### config.mk
export PLATFORM = sky130hd
export DESIGN_NAME = shr_frame
export DESIGN_NICKNAME = d
export VERILOG_FILES = /design/src/rtl/shr_pkg.sv /design/src/rtl/shr_bitcnt.sv /design/src/rtl/shr_frame.sv
export SDC_FILE = /design/constraint.sdc
export NUM_CORES = 1
export LEC_CHECK = 0
export ABC_AREA = 1
export ABC_CLOCK_PERIOD_IN_PS = 1700
export BUFFER_PORTS_ARGS = -buffer_cell sky130_fd_sc_hd__buf_2
export CAP_MARGIN = 20
export CORE_UTILIZATION = 40
export CTS_CLUSTER_DIAMETER = 30
export DETAILED_ROUTE_END_ITERATION = 6
export GPL_TIMING_DRIVEN = 0
export HOLD_SLACK_MARGIN = 0.02
export PLACE_DENSITY = 0.65
export SKIP_LAST_GASP = 1
export SLEW_MARGIN = 25
export SYNTH_ARGS = -nofsm -noshare
export SYNTH_HDL_FRONTEND = slang
export SYNTH_HIERARCHICAL = 1
export SYNTH_SLANG_ARGS = --single-unit
### constraint.sdc
create_clock -name i_sysclk -period 1.7 [get_ports i_sysclk]
set_clock_uncertainty 0.05 [all_clocks]
set_input_delay 0.17 -clock i_sysclk [delete_from_list [all_inputs] [get_ports i_sysclk]]
set_output_delay 0.17 -clock i_sysclk [all_outputs]
set_load 0.005 [all_outputs]
### src/rtl/shr_pkg.sv
// shr_pkg: shared definitions for the shr_frame shift-register framer.
//   state_t        - framer FSM state encoding
//   DEFAULT_WIDTH  - default register / frame length in bits
//   cnt_width()    - bit counter width needed to hold the values 0..w
package shr_pkg;

  typedef enum logic [1:0] {
    IDLE  = 2'd0,
    SHIFT = 2'd1,
    DONE  = 2'd2
  } state_t;

  localparam int DEFAULT_WIDTH = 8;

  function automatic int cnt_width(input int w);
    return $clog2(w + 1);
  endfunction

endpackage

### src/rtl/shr_bitcnt.sv
// shr_bitcnt: frame bit counter for shr_frame.
//   i_sysclk  - system clock, rising edge
//   i_sysrst  - asynchronous active-low reset, clears the count
//   i_clr     - synchronous clear (start of a frame)
//   i_en      - count one shifted bit
//   o_tc      - terminal-count flag: the next enabled increment brings the
//               count to WIDTH, i.e. it is the last bit of the frame
import shr_pkg::*;

module shr_bitcnt #(
  parameter int WIDTH = DEFAULT_WIDTH
) (
  input  logic i_sysclk,
  input  logic i_sysrst,
  input  logic i_clr,
  input  logic i_en,
  output logic o_tc
);

  localparam int CW = cnt_width(WIDTH);

  logic [CW-1:0] count;

  // Saturates at WIDTH so the count can never wrap inside a frame, even if
  // the enable were held after the last bit.
  always_ff @(posedge i_sysclk or negedge i_sysrst) begin
    if (!i_sysrst) begin
      count <= '0;
    end else if (i_clr) begin
      count <= '0;
    end else if (i_en && (count != CW'(WIDTH))) begin
      count <= count + 1'b1;
    end
  end

  // Flag is taken from the registered count only (not the enable) so the
  // FSM can combine it with its own enable without a combinational loop.
  assign o_tc = (count == CW'(WIDTH - 1));

endmodule

### src/rtl/shr_frame.sv
// shr_frame: parallel-load shift register with WIDTH-bit framed transfer.
//   i_sysclk   - system clock, all state changes on the rising edge
//   i_sysrst   - asynchronous active-low reset
//   i_din      - serial input (unused when FEEDBACK=1)
//   i_sh       - shift enable, one bit per high cycle
//   i_ld       - parallel load without starting a frame
//   i_start    - parallel load and start a WIDTH-bit frame (wins over i_ld)
//   i_ld_data  - parallel load value
//   o_dout     - serial output, the register end bit (combinational)
//   o_dstr     - register contents
//   o_busy     - high while a frame is being shifted
//   o_done     - one-cycle pulse when the frame completes
// Parameters: WIDTH (2..32), MSB_FIRST (1: shift toward MSB, 0: toward LSB),
// FEEDBACK (0: serial input from i_din, 1: rotate).
import shr_pkg::*;

module shr_frame #(
  parameter int WIDTH     = DEFAULT_WIDTH,
  parameter int MSB_FIRST = 1,
  parameter int FEEDBACK  = 0
) (
  input  logic             i_sysclk,
  input  logic             i_sysrst,
  input  logic             i_din,
  input  logic             i_sh,
  input  logic             i_ld,
  input  logic             i_start,
  input  logic [WIDTH-1:0] i_ld_data,
  output logic             o_dout,
  output logic [WIDTH-1:0] o_dstr,
  output logic             o_busy,
  output logic             o_done
);

  state_t           state;
  state_t           state_nxt;
  logic [WIDTH-1:0] shreg;
  logic [WIDTH-1:0] shreg_nxt;
  logic [WIDTH-1:0] shifted;
  logic             shift_in;
  logic             cnt_clr;
  logic             cnt_en;
  logic             cnt_tc;

  assign o_dout   = (MSB_FIRST != 0) ? shreg[WIDTH-1] : shreg[0];
  assign o_dstr   = shreg;
  assign shift_in = (FEEDBACK != 0) ? o_dout : i_din;
  assign shifted  = (MSB_FIRST != 0) ? {shreg[WIDTH-2:0], shift_in}
                                     : {shift_in, shreg[WIDTH-1:1]};

  shr_bitcnt #(
    .WIDTH (WIDTH)
  ) u_bitcnt (
    .i_sysclk (i_sysclk),
    .i_sysrst (i_sysrst),
    .i_clr    (cnt_clr),
    .i_en     (cnt_en),
    .o_tc     (cnt_tc)
  );

  // Next state and next register value. IDLE keeps the legacy free-running
  // shift when nothing is loaded; once a frame is running, load and start
  // strobes are ignored until the DONE cycle has passed.
  always_comb begin
    state_nxt = state;
    shreg_nxt = shreg;
    cnt_clr   = 1'b0;
    cnt_en    = 1'b0;
    case (state)
      IDLE: begin
        if (i_start) begin
          shreg_nxt = i_ld_data;
          cnt_clr   = 1'b1;
          state_nxt = SHIFT;
        end else if (i_ld) begin
          shreg_nxt = i_ld_data;
        end else if (i_sh) begin
          shreg_nxt = shifted;
        end
      end
      SHIFT: begin
        if (i_sh) begin
          shreg_nxt = shifted;
          cnt_en    = 1'b1;
          if (cnt_tc) begin
            state_nxt = DONE;
          end
        end
      end
      DONE: begin
        state_nxt = IDLE;
      end
      default: begin
        state_nxt = IDLE;
      end
    endcase
  end

  // Status outputs are registered from the next state so they line up with
  // the state register and no output other than o_dout is combinational.
  always_ff @(posedge i_sysclk or negedge i_sysrst) begin
    if (!i_sysrst) begin
      state  <= IDLE;
      shreg  <= '0;
      o_busy <= 1'b0;
      o_done <= 1'b0;
    end else begin
      state  <= state_nxt;
      shreg  <= shreg_nxt;
      o_busy <= (state_nxt == SHIFT);
      o_done <= (state_nxt == DONE);
    end
  end

endmodule

* Word-level counts from Yosys, hierarchy flattened
Cells that the tools add are included.
** Word-level totals
- Register bits after elaboration :: 16
- Latch bits :: 0
- RAM bits :: 0
- Bits in read-only memories :: 0
- Word-level logic and storage cells :: 29
- Memories :: 0
** Cells by class
- $add $sub $neg :: 1
- Multiply operators :: 0
- Div/mod/pow operators :: 0
- Order comparisons :: 0
- Equal/unequal tests :: 5
- Shift operators :: 0
- Muxes and demuxes :: 14
- Bitwise gates (word level) :: 0
- Reduce and logical (&&, ||, !) cells :: 4
** Operators by type and width (count)
- 2-to-1 mux 8 bit :: 3
- case mux 8 bit (2 select lines) :: 1
- 2-to-1 mux 4 bit :: 2
- 2-to-1 mux 2 bit :: 3
- adder 4 x 1 -> 4 bit, second input constant :: 1
- equality test 2 x 1 -> 1 bit, second input constant :: 2
- equality test 4 x 3 -> 1 bit, second input constant :: 1
- 2-to-1 mux 1 bit :: 4
- inequality test 4 bit, second input constant :: 1
- case mux 2 bit (2 select lines) :: 1
- nonzero test 2 bit :: 2
- equality test 2 bit, second input constant :: 1
- zero test 2 bit :: 1
- logical AND 1 bit :: 1

* Longest topological paths before layout
Gate-level depths: netlist of the first run.
- Depth in word-level cells :: 5
- Depth in mapped cells :: 10
- Mapped depth without buffers :: 8

* Modules after synthesis
The synthesis of the first run kept the hierarchy.
** Modules (own cells, without submodules)
- shr_frame :: times used 1, cells each 113, area an instance 787.0 µm², sequential area each 300.3 µm²
- shr_bitcnt :: times used 1, cells each 32, area an instance 259.0 µm², sequential area each 100.1 µm²

* Least setup slack after synthesis of the first run
OpenSTA, ideal clock, no wires.
- Path kind :: reg-to-reg
- From :: reg state[1]
- To :: reg u_bitcnt.count[2]
- Library setup time :: 0.118 ns
- Arrival time :: 1.195 ns
- Data required time :: 1.532 ns
- Slack :: 0.337 ns
- Cell stages (with the launch flop) :: 9
- Buffers on the path :: 1
- Period minus slack after synthesis :: 1.363 ns
- Cell sequence :: dfrtp_1 > buf_6 > or2_1 > nor2_1 > bufinv_8 > nand2_2 > inv_2 > nand2_1 > nand2_1
** RTL lines
- start, declared :: line shr_frame.sv:35 : state_t state;
- start signal, assigned :: line shr_frame.sv:108 : state <= state_nxt;
- zero test 2 bit (*) :: line shr_frame.sv:69 : case (state)
- 2-to-1 mux 1 bit (*) :: line shr_frame.sv:69
- net cnt_clr :: line shr_frame.sv:41 : logic cnt_clr;
- 2-to-1 mux 4 bit / nonzero test 2 bit (equally long branches)
- end signal, assigned :: line shr_bitcnt.sv:32 : count <= count + 1'b1;
- end, declared :: line shr_bitcnt.sv:22 : logic [CW-1:0] count;
The timed path passes the listed nets; every way through them passes the cells marked *.
A chain may end at the register's enable or synchronous reset.

* Final worst setup path of the first run
- From :: reg state[1]
- To :: reg u_bitcnt.count[3]
Same word-level chain as after synthesis.

==> metrics.md, run 1 <==
| Metric | Value |
|---|---|
| CTS Root Cell | `clkbuf_4` |
| Dpl hpwl | `around 1.6 mm` |
| Max Fclk | `between 600 and 700 MHz` |
| Flops & latches, synth | `16` |
| Mux contribution to synthesized area | `0` |
| Final-stage net count | `190` |
| P_leak | `around 0.73 nW` |
| Pins over their slew limit | `0` |
| Die width | `53.14 µm` |
| Worst Path Required | `between 1.5 and 2 ns` |
| Worst Hold Launch | `i_ld_data[4]` |
| Final Cycle Share | `0.8519` |
| First-pass GRT wire length | `approximately 3.5 mm` |
| I/O pin cnt | `25` |
| Core area | `approximately 2500 µm²` |
| Setup tns final | `0 ns` |
| Unique masters post-synth | `21` |
| Setup CP Type | `reg -> reg` |
| Via/cell ratio | `4.621` |
| Minimum clock period | `approximately 1.4 ns` |
| Worst min path class | `in -> reg` |
| Drt drc | `0` |
| Peak VDD IR | `about 730 µV` |
| Initial Util | `0.4222` |
| GR Overflow Total | `0` |
| Synth area leaders | `dfrtp_1 38%, nand2_1 14%, inv_1 8.3%, nor2_1 6.8%, nand3_1 5.7%` |
| Register area share after synthesis | `0.3828` |
| Xor/xnor share of the synthesized area | `0` |
| Largest family of logic cells by synthesized area | `simple AND/OR/NAND/NOR gates` |
| GRT Total Usage | `0.1769` |
| Clock sinks | `16` |
| Clock-pin slew on the worst setup and hold paths | `roughly 0.11 ns` |
| DIE AREA | `between 2000 and 3000 µm²` |
| Slew @ Worst Pin | `0.3912 ns` |
| Layout area overhead | `19.02%` |
| Worst-Skew Late Latency | `0.29 ns` |
| Die Ht | `about 53 µm` |
| Post-synthesis cell count | `145` |
| CP startpoint | `state[1]` |
| TritonCTS clock tree | `built` |
| CTS Buf Count | `3` |
| Synth area leader | `dfrtp_1` |
| RSZ-0062 raised after global routing | `no` |
| Initial antenna violation count | `0` |
| Wirelength per Cell | `between 10 and 15 µm` |
| Detailed-route via count | `between 900 and 1k` |
| Row count | `18` |
| Rel. slew slack | `0.7392` |
| Commonest cells after routing, fill and taps aside | `38 x nand2_1, 24 x buf_2, 23 x inv_1` |
| Max FO, Critical Path | `10` |
| CP endpoint kind | `register` |
| Post-Synth Simple-Gate Area | `0.4019` |
| Startpoint Class | `register` |
| CP Data Arrival Time | `approximately 1.6 ns` |
| Hold Fails Final Rpt | `0` |
| DRT iter0 DRCs | `14` |
| Antenna Cells | `0` |
| Share of layout cells above drive strength 1 | `0.2486` |
| Number of port buffers | `23` |
| First drt pass iteration count | `4` |
| Number of post-CTS setup repair buffers | `0` |
| Syn Nets | `roughly 160` |
| Synth Area in Compound Gates | `0.02632` |
| Reg2reg start | `state[1]` |
| Outcome | `finished, final reports clean` |
| Yosys Warn Count | `6` |
| RD Place Congestion | `between 0.7 and 0.8` |
| Adder-Cell Fraction of Synth Area | `0.02392` |
| # hold bufs at CTS | `1` |
| H-tree levels | `1` |
| Max-Cap Viols | `0` |
| Mapped cell area | `1046 µm²` |
| Leading cell type in the layout, fill and taps excluded | `nand2_1` |
| Area share of the largest cell type after synthesis | `0.3828` |
| Largest net degree at the start of global routing | `17` |
| Routed WL | `2.171 mm` |
| Pwr Density | `about 1400 nW/µm²` |
| Setup violators final | `0` |
| Avg Cell Area, Syn | `7.214 µm²` |
| Clk buf depth | `2` |
| Post-CTS Resized | `0` |
| Detail Route Antenna Nets | `0` |
| Layout Utilization | `0.5025` |
| Vias in the first global route | `between 800 and 900` |
-- metal layers --
layer	share of wire	track usage	routed length, µm	vias up
li1	-	-	-	497
met3	0.030	0.03448	66	2
met2	0.46	0.2827	1000	16
met5	0	0	0	-
met1	0.50	0.2340	1091	423
met4	0.0055	0.06579	12	0
-- critical path, stage by stage (launching register included) --
cell and delay [ns]:
dfrtp_1 0.38, buf_6 0.15, or2_1 0.27, nor2_1 0.10, bufinv_8 0.19, nand2_2 0.09, inv_2 0.04, nand2_1 0.04
nand2_1 0.05
-- sequential cells by signal (all words and copies together), names as in the netlist --
register        flops
o_dstr              8
u_bitcnt/count      4
state               2
o_busy              1
o_done              1
-- synthesized netlist by cell type, drive strengths merged --
library cell,n
nor2,19
bufinv,1
o21ai,3
nand3,12
nand3b,8
or2,2
dfrtp,16
inv,27
nor3,2
nand2,43
ha,2
nand4,3
o22ai,2
buf,5
-- power breakdown --
part / switching, mW / internal, mW
Combinational: 0.401 / 0.361
Clock: 0.126 / 0.130
Sequential: 0.147 / 0.521
Total: 0.674 / 1.01
-- kinds of logic (layout without fill, tap and decap cells) --
| family | after synthesis | count (layout) |
|---|---|---|
| flip-flops | 16 | 16 |
| adder cells (fa/ha/maj) | 2 | 2 |
| buffers and inverters | 33 | 61 |
| AO/OA/AOI/OAI | 5 | 5 |
| AND/OR/NAND/NOR | 89 | 89 |
-- layout make-up --
cell class / instances / area (µm²)
inverter: 28 / 126.4
multi-input combinational: 96 / 473.0
buffer: 5 / 46.29
fill: 252 / 1232
timing repair buffer: 24 / 125.1
sequential: 16 / 400.4
clock buffer: 4 / 36.28
tap: 30 / 37.54
-- path summary, 6_finish.rpt --
path,slack (ns),endpoint,depth (start not counted)
max in group asynchronous,1.04,o_busy,2
max,0.25,u_bitcnt/count[3],8
max reg2reg,0.25,u_bitcnt/count[3],8
min in group asynchronous,0.27,o_dstr[3],2
min reg2reg,0.49,o_dstr[5],2
min,0.14,o_dstr[4],4
-- per-stage QoR --
stage | std cells | hold slack, ns | cell area, µm² | power (mW) | worst slack (ns)
2_1_floorplan | 145 | -0.1756 | 1046 | 1.193 | 0.3374
3_3_place_gp | 198 | 0.06633 | 1199 | 1.413 | 0.2505
3_5_place_dp | 198 | 0.06715 | 1199 | 1.442 | 0.2343
4_1_cts | 203 | 0.1332 | 1245 | 1.706 | 0.2361
5_1_grt | 203 | 0.1518 | 1245 | 1.860 | 0.1492
6_report | 203 | 0.1392 | 1245 | 1.687 | 0.2517
Note: power is estimated with default switching activity, not from simulation.
==> inputs of run 2 (changes only) <==
--- a/config.mk
+++ b/config.mk
@@ -6,15 +6,16 @@
 export NUM_CORES = 1
 export LEC_CHECK = 0
 export ABC_AREA = 1
-export ABC_CLOCK_PERIOD_IN_PS = 1700
+export ABC_CLOCK_PERIOD_IN_PS = 1250
 export BUFFER_PORTS_ARGS = -buffer_cell sky130_fd_sc_hd__buf_2
 export CAP_MARGIN = 20
 export CORE_UTILIZATION = 40
+export CTS_BUF_LIST = sky130_fd_sc_hd__clkbuf_8
 export CTS_CLUSTER_DIAMETER = 30
 export DETAILED_ROUTE_END_ITERATION = 6
 export GPL_TIMING_DRIVEN = 0
 export HOLD_SLACK_MARGIN = 0.02
-export PLACE_DENSITY = 0.65
+export PLACE_DENSITY = 0.68
 export SKIP_LAST_GASP = 1
 export SLEW_MARGIN = 25
 export SYNTH_ARGS = -nofsm -noshare
==> constraint.sdc (replaced) <==
create_clock -name i_sysclk -period 1.25 [get_ports i_sysclk]
set_clock_uncertainty 0.05 [all_clocks]
set_input_delay 0.125 -clock i_sysclk [delete_from_list [all_inputs] [get_ports i_sysclk]]
set_output_delay 0.125 -clock i_sysclk [all_outputs]
set_load 0.005 [all_outputs]
==> run 2 against run 1 <==
- the flow now finishes with violations (setup timing)
- sequential share of layout area decreased by 1.8 points
- sequential power rose by 35%
- global-route usage rose by 0.66 points
- die area did not move
- clock-buffer cell count shrank 1
- setup slack got worse by 0.36 ns
- total power rose by 46%
- critical path depth is the same
- flip-flop and latch count unchanged
- non-clock buffer count increased by 7
- critical path type unchanged
==> metrics.md, run 2 (synthesized netlist as in run 1, its figures left out) <==
| Metric | Value |
|---|---|
| Clock sinks | `16 (unchanged)` |
| I/O pin cnt | `25 (unchanged)` |
| Max reg flops | `8 (unchanged)` |
| Max Fclk | `734.4 MHz (was 690.5 MHz)` |
| Final Cycle Share | `1.089 (was 0.8519)` |
| Slew @ Worst Pin | `0.3715 ns (was 0.3912 ns)` |
| Filler instances | `254 (was 252)` |
| Setup violators final | `4 (was 0)` |
| Setup tns final | `-0.3372 ns (was 0 ns)` |
| Worst min path class | `in -> reg (unchanged)` |
| Routed WL | `2.221 mm (was 2.171 mm)` |
| Layout Utilization | `0.5323 (was 0.5025)` |
| Core area | `2477 µm² (unchanged)` |
| Share of layout cells above drive strength 1 | `0.2905 (was 0.2486)` |
| Die Ht | `53.14 µm (unchanged)` |
| Minimum clock period | `1.362 ns (was 1.448 ns)` |
| Clk buf depth | `2 (unchanged)` |
| GRT Total Usage | `0.1835 (was 0.1769)` |
| Logic pwr share | `0.482 (was 0.452)` |
| Failing checks | `setup timing` |
| Pins over their slew limit | `0 (unchanged)` |
| Pwr Density | `1866 nW/µm² (was 1355 nW/µm²)` |
| Sw Ratio | `0.3825 (was 0.3999)` |
| Drt drc | `0 (unchanged)` |
| Leading cell type in the layout, fill and taps excluded | `nand2_1 (unchanged)` |
| Detailed-route via count | `986 (was 938)` |
| Hold Fails Final Rpt | `0 (unchanged)` |
| Final-stage net count | `197 (was 190)` |
| Outcome | `complete, but fails checks (was finished, final reports clean)` |
| Number of port buffers | `23 (unchanged)` |
| Worst reg2reg path depth | `8 (unchanged)` |
| Detail Route Antenna Nets | `0 (unchanged)` |
| Dpl hpwl | `1.590 mm (was 1.557 mm)` |
| DRT iter0 DRCs | `12 (was 14)` |
| First drt pass iteration count | `4 (unchanged)` |
| CTS Buf Count | `3 (unchanged)` |
| CP Data Arrival Time | `1.45 ns (was 1.59 ns)` |
| Worst Path Required | `1.34 ns (was 1.84 ns)` |
| TritonCTS clock tree | `built (unchanged)` |
| Worst hold stages | `4 (unchanged)` |
| Largest net degree at the start of global routing | `17 (unchanged)` |
| Worst-Skew Late Latency | `0.24 ns (was 0.29 ns)` |
| RD Place Congestion | `0.7751 (was 0.7146)` |
| Commonest cells after routing, fill and taps aside | `38 x nand2_1, 24 x buf_2, 23 x inv_1 (unchanged)` |
| Design area | `1319 µm² (was 1245 µm²)` |
| Initial Util | `0.4222 (unchanged)` |
| Clk pwr share | `0.151 (was 0.152)` |
| Worst slack, placed | `-0.1760 ns (was 0.2343 ns)` |
| First-pass GRT wire length | `3.746 mm (was 3.539 mm)` |
| Vias in the first global route | `864 (was 823)` |
| Flop pwr share | `0.366 (was 0.396)` |
| Layout area overhead | `26.08% (was 19.02%)` |
| Antenna Cells | `0 (unchanged)` |
| H-tree levels | `1 (unchanged)` |
| CP endpoint kind | `register (unchanged)` |
| DP Area | `1204 µm² (was 1199 µm²)` |
| Internal Pwr Total | `1.519 mW (was 1.012 mW)` |
| RSZ-0062 raised after global routing | `yes (was no)` |
| P_leak | `0.7660 nW (was 0.7267 nW)` |
| Die width | `53.14 µm (unchanged)` |
| CTS Root Cell | `clkbuf_8 (was clkbuf_4)` |
| Rel. slew slack | `0.7524 (was 0.7392)` |
| Peak VDD IR | `1246 µV (was 729.8 µV)` |
| NetSw | `941.1 µW (was 674.5 µW)` |
| Setup CP Type | `reg -> reg (unchanged)` |
| Initial antenna violation count | `0 (unchanged)` |
| Startpoint Class | `register (unchanged)` |
| Via/cell ratio | `4.718 (was 4.621)` |
| Wirelength per Cell | `10.63 µm (was 10.69 µm)` |
| Max-Cap Viols | `0 (unchanged)` |
| Final WS setup | `-0.1116 ns (was 0.2517 ns)` |
| Row count | `18 (unchanged)` |
| Clock-pin slew on the worst setup and hold paths | `0.06 ns (was 0.11 ns)` |
| DIE AREA | `2823 µm² (unchanged)` |
| Max FO, Critical Path | `5 (was 10)` |
| GR Overflow Total | `0 (unchanged)` |
[run 2: final timing paths]
check / to / start / slack (ns)
worst max register to register: u_bitcnt/count[2] / state[1] / -0.11
worst max-delay path: u_bitcnt/count[2] / state[1] / -0.11
worst min register to register: o_dstr[7] / o_dstr[7] / 0.47
min in group asynchronous: o_dstr[3] / i_sysrst / 0.28
worst min-delay path: o_dstr[4] / i_ld_data[4] / 0.16
max in group asynchronous: u_bitcnt/count[1] / i_sysrst / 0.60
[run 2: final cells by class]
type / count / area (µm²) / area share
flip-flops and latches: 16 / 400.4 / 0.3036
inverters: 28 / 126.4 / 0.09583
repair buffers: 31 / 177.7 / 0.1347
well taps: 30 / 37.54 / 0.02846
clock buffers: 3 / 41.29 / 0.03131
multi-input cells: 96 / 485.5 / 0.3681
plain buffers: 5 / 50.05 / 0.03795
[run 2: what timing repair did]
action / in CTS / in global routing
setup endpoints to repair: 4 / 7
endpoints found under the hold margin: 16 / 0
gates cloned: 0 / 0
setup buffers: 3 / 4
hold buffers: 1 / 0
resized for setup: 3 / 1
pin swaps: 1 / 1
[run 2: power groups by stage]
stage	sequential [mW]	clock, mW	combinational, mW
2_1_floorplan	0.903	0	0.731
3_5_place_dp	0.913	0	1.06
5_1_grt	0.931	0.410	1.37
6_report	0.901	0.372	1.19
3_3_place_gp	0.901	0	1.03
4_1_cts	0.907	0.389	1.09
[run 2: layer usage]
metal / global-route usage / vias to the layer above / part of all wire / wire, µm
li1: - / 512 / - / -
met1: 0.2272 / 455 / 0.44 / 978
met2: 0.3165 / 17 / 0.52 / 1154
met3: 0.02586 / 2 / 0.036 / 80
met4: 0.07456 / 0 / 0.0036 / 8
met5: 0 / - / 0 / 0
[run 2: through the flow]
stage                     instances  total power, mW  hold slack [ns]
after floorplan                 145            1.634          -0.2206
after global placement          198            1.926          0.01189
after detailed placement        198            1.972          0.01453
after CTS                       205            2.384           0.1490
after global routing            209            2.712           0.1861
final                           209            2.461           0.1557
[run 2: critical path, stage by stage (launching register included)]
cell	delay, ns
dfrtp_1	0.37
buf_6	0.13
or2_4	0.24
nor2_2	0.08
bufinv_8	0.19
nand2_4	0.06
inv_2	0.04
nand2_1	0.05
nand2_1	0.05
==> inputs of run 3 (changes only) <==
--- a/config.mk
+++ b/config.mk
@@ -9,13 +9,15 @@
 export ABC_CLOCK_PERIOD_IN_PS = 1250
 export BUFFER_PORTS_ARGS = -buffer_cell sky130_fd_sc_hd__buf_2
 export CAP_MARGIN = 20
-export CORE_UTILIZATION = 40
+export CELL_PAD_IN_SITES_DETAIL_PLACEMENT = 1
+export CELL_PAD_IN_SITES_GLOBAL_PLACEMENT = 1
+export CORE_UTILIZATION = 35
 export CTS_BUF_LIST = sky130_fd_sc_hd__clkbuf_8
 export CTS_CLUSTER_DIAMETER = 30
 export DETAILED_ROUTE_END_ITERATION = 6
 export GPL_TIMING_DRIVEN = 0
 export HOLD_SLACK_MARGIN = 0.02
-export PLACE_DENSITY = 0.68
+export PLACE_DENSITY = 0.8
 export SKIP_LAST_GASP = 1
 export SLEW_MARGIN = 25
 export SYNTH_ARGS = -nofsm -noshare
==> run 3 against run 2 <==
- critical path depth unchanged
- clock-buffer cell count is 1 higher
- register-to-register slack gained 0.05 ns
- the run ends with DRC, setup timing left
- total power grew 5.8%
- largest cell class unchanged
- worst hold slack worse by 0.018 ns
- core utilization down 5.2 points
==> metrics.md, run 3 (synthesized netlist as in run 1, its figures left out) <==
| Metric | Value |
|---|---|
| Outcome | `complete, but fails checks (unchanged)` |
| Failing checks | `DRC, setup timing (was setup timing)` |
| Peak VDD IR | `845.9 µV (was 1246 µV)` |
| Startpoint Class | `register (unchanged)` |
| Slowest CP cell | `dfrtp_1 (unchanged)` |
| Via/cell ratio | `4.758 (was 4.718)` |
| Final-stage net count | `197 (unchanged)` |
| Minimum clock period | `1.312 ns (was 1.362 ns)` |
| Worst-path cell chain | `buf_6 > or2_4 > nor2_4 > inv_8 > nand2_4 > inv_2 > nand2_1 > nand2_1 (was buf_6 > or2_4 > nor2_2 > bufinv_8 > nand2_4 > inv_2 > nand2_1 > nand2_1)` |
| WHS | `0.1374 ns (was 0.1557 ns)` |
| Pins over their slew limit | `0 (unchanged)` |
| Final WS setup | `-0.06233 ns (was -0.1116 ns)` |
| Share of layout cells above drive strength 1 | `0.3000 (was 0.2905)` |
| CP Data Arrival Time | `1.41 ns (was 1.45 ns)` |
| GR Overflow Total | `0 (unchanged)` |
| Hold Fails Final Rpt | `0 (unchanged)` |
| First drt pass iteration count | `6 (was 4)` |
| Dpl hpwl | `1.890 mm (was 1.590 mm)` |
| Worst path max stage delay | `0.38 ns (was 0.37 ns)` |
| Clock-pin slew on the worst setup and hold paths | `0.07 ns (was 0.06 ns)` |
| Number of port buffers | `23 (unchanged)` |
| Worst Path Required | `1.34 ns (about the same)` |
| Leading cell type in the layout, fill and taps excluded | `nand2_1 (unchanged)` |
| Core area | `2805 µm² (was 2477 µm²)` |
| Routed WL | `2.621 mm (was 2.221 mm)` |
| Commonest cells after routing, fill and taps aside | `38 x nand2_1, 24 x buf_2, 23 x inv_1 (unchanged)` |
| First-pass GRT wire length | `4.574 mm (was 3.746 mm)` |
| DIE AREA | `3211 µm² (was 2823 µm²)` |
| Row count | `19 (was 18)` |
| I/O pin cnt | `25 (unchanged)` |
| Pwr Density | `1934 nW/µm² (was 1866 nW/µm²)` |
| Detail Route Antenna Nets | `0 (unchanged)` |
| WP buf/inv | `3 (unchanged)` |
| Layout Utilization | `0.4799 (was 0.5323)` |
| CTS Root Cell | `clkbuf_8 (unchanged)` |
| Antenna Cells | `0 (unchanged)` |
| TritonCTS clock tree | `built (unchanged)` |
| Crit-path most repeated cell | `nand2_1 (unchanged)` |
| Layout area overhead | `28.71% (was 26.08%)` |
| Largest net degree at the start of global routing | `17 (unchanged)` |
| Max FO, Critical Path | `5 (unchanged)` |
| P_leak | `0.7672 nW (was 0.7660 nW)` |
| GRT Total Usage | `0.1891 (was 0.1835)` |
| Clock sinks | `16 (unchanged)` |
| Wirelength per Cell | `12.42 µm (was 10.63 µm)` |
| Initial antenna violation count | `0 (unchanged)` |
| Slew @ Worst Pin | `0.3790 ns (was 0.3715 ns)` |
| Filler instances | `389 (was 254)` |
| DRT iter0 DRCs | `19 (was 12)` |
| CP endpoint kind | `register (unchanged)` |
| Rel. slew slack | `0.7473 (was 0.7524)` |
| Initial Util | `0.3729 (was 0.4222)` |
| Max reg flops | `8 (unchanged)` |
| Die Ht | `56.67 µm (was 53.14 µm)` |
| Detailed-route via count | `1004 (was 986)` |
| Die width | `56.67 µm (was 53.14 µm)` |
| RD Place Congestion | `0.7558 (was 0.7751)` |
| Max Fclk | `762.0 MHz (was 734.4 MHz)` |
| Final Cycle Share | `1.050 (was 1.089)` |
| Max-Cap Viols | `0 (unchanged)` |
| Vias in the first global route | `1016 (was 864)` |
| Worst min path class | `in -> reg (unchanged)` |
| Cell family with most CP delay | `simple AND/OR/NAND/NOR gates (unchanged)` |
| Setup violators final | `5 (was 4)` |
| Clk buf depth | `2 (unchanged)` |
| Drt drc | `2 (was 0)` |
| Worst-Skew Late Latency | `0.25 ns (was 0.24 ns)` |
| CTS Buf Count | `3 (unchanged)` |
| Setup CP Type | `reg -> reg (unchanged)` |
| RSZ-0062 raised after global routing | `yes (unchanged)` |
| H-tree levels | `1 (unchanged)` |
## run 3: repair_timing
item / 4_1_cts / 5_1_grt
endpoints found under the hold margin: 16 / 0
cloned: 0 / 0
resized for setup: 4 / 6
buffers inserted: 4 / 3
hold buffers: 1 / 0
setup endpoints to repair: 5 / 6
pin swaps: 1 / 2
## run 3: worst reg2reg max path, cell delays in order (launching register included)
cell     delay [ns]
dfrtp_1        0.38
buf_6          0.13
or2_4          0.24
nor2_4         0.14
inv_8          0.05
nand2_4        0.08
inv_2          0.04
nand2_1        0.05
nand2_1        0.05
## run 3: final cells by class
cell class / instances / area (µm²) / area share
multi-input combinational: 96 / 500.5 / 0.3717
sequential: 16 / 401.6 / 0.2983
timing repair buffer: 31 / 177.7 / 0.1320
inverter: 28 / 122.6 / 0.09108
clock buffer: 4 / 55.05 / 0.04089
buffer: 5 / 50.05 / 0.03717
tap: 31 / 38.79 / 0.02881
## run 3: final timing paths
path                              start                end  slack [ns]  cells after the start
min in group asynchronous      i_sysrst          o_dstr[3]        0.27                      2
max in group asynchronous      i_sysrst           state[0]        0.59                      2
hold / removal             i_ld_data[3]          o_dstr[3]        0.14                      4
setup reg to reg               state[1]  u_bitcnt/count[2]       -0.06                      8
setup / recovery               state[1]  u_bitcnt/count[2]       -0.06                      8
hold reg to reg               o_dstr[3]          o_dstr[3]        0.48                      2
## run 3: where the power goes
group	total [mW]	leakage [nW]	internal [mW]	switching, mW
combinational	1.22	0.542	0.584	0.640
sequential	0.913	0.197	0.714	0.199
clock	0.466	0.0288	0.280	0.187
total	2.60	0.767	1.58	1.03
## run 3: per-stage QoR
stage          total power, mW  setup WS [ns]  instance area, µm²  std cells  setup TNS, ns
2_1_floorplan            1.634       -0.08218                1051        145        -0.2391
3_3_place_gp             1.942        -0.1517                1205        199        -0.4965
3_5_place_dp             2.002        -0.1808                1205        199        -0.6362
4_1_cts                  2.564        -0.1201                1309        208        -0.3661
5_1_grt                  2.849        -0.1493                1346        211        -0.7688
6_report                 2.603       -0.06233                1346        211        -0.1366
## run 3: per-layer routing
layer / GRT usage / vias to the layer above / routed length [µm]
li1: - / 511 / -
met5: 0 / - / 0
met2: 0.3214 / 16 / 1347
met1: 0.2442 / 472 / 1168
met3: 0.02765 / 5 / 65
met4: 0.06429 / 0 / 38
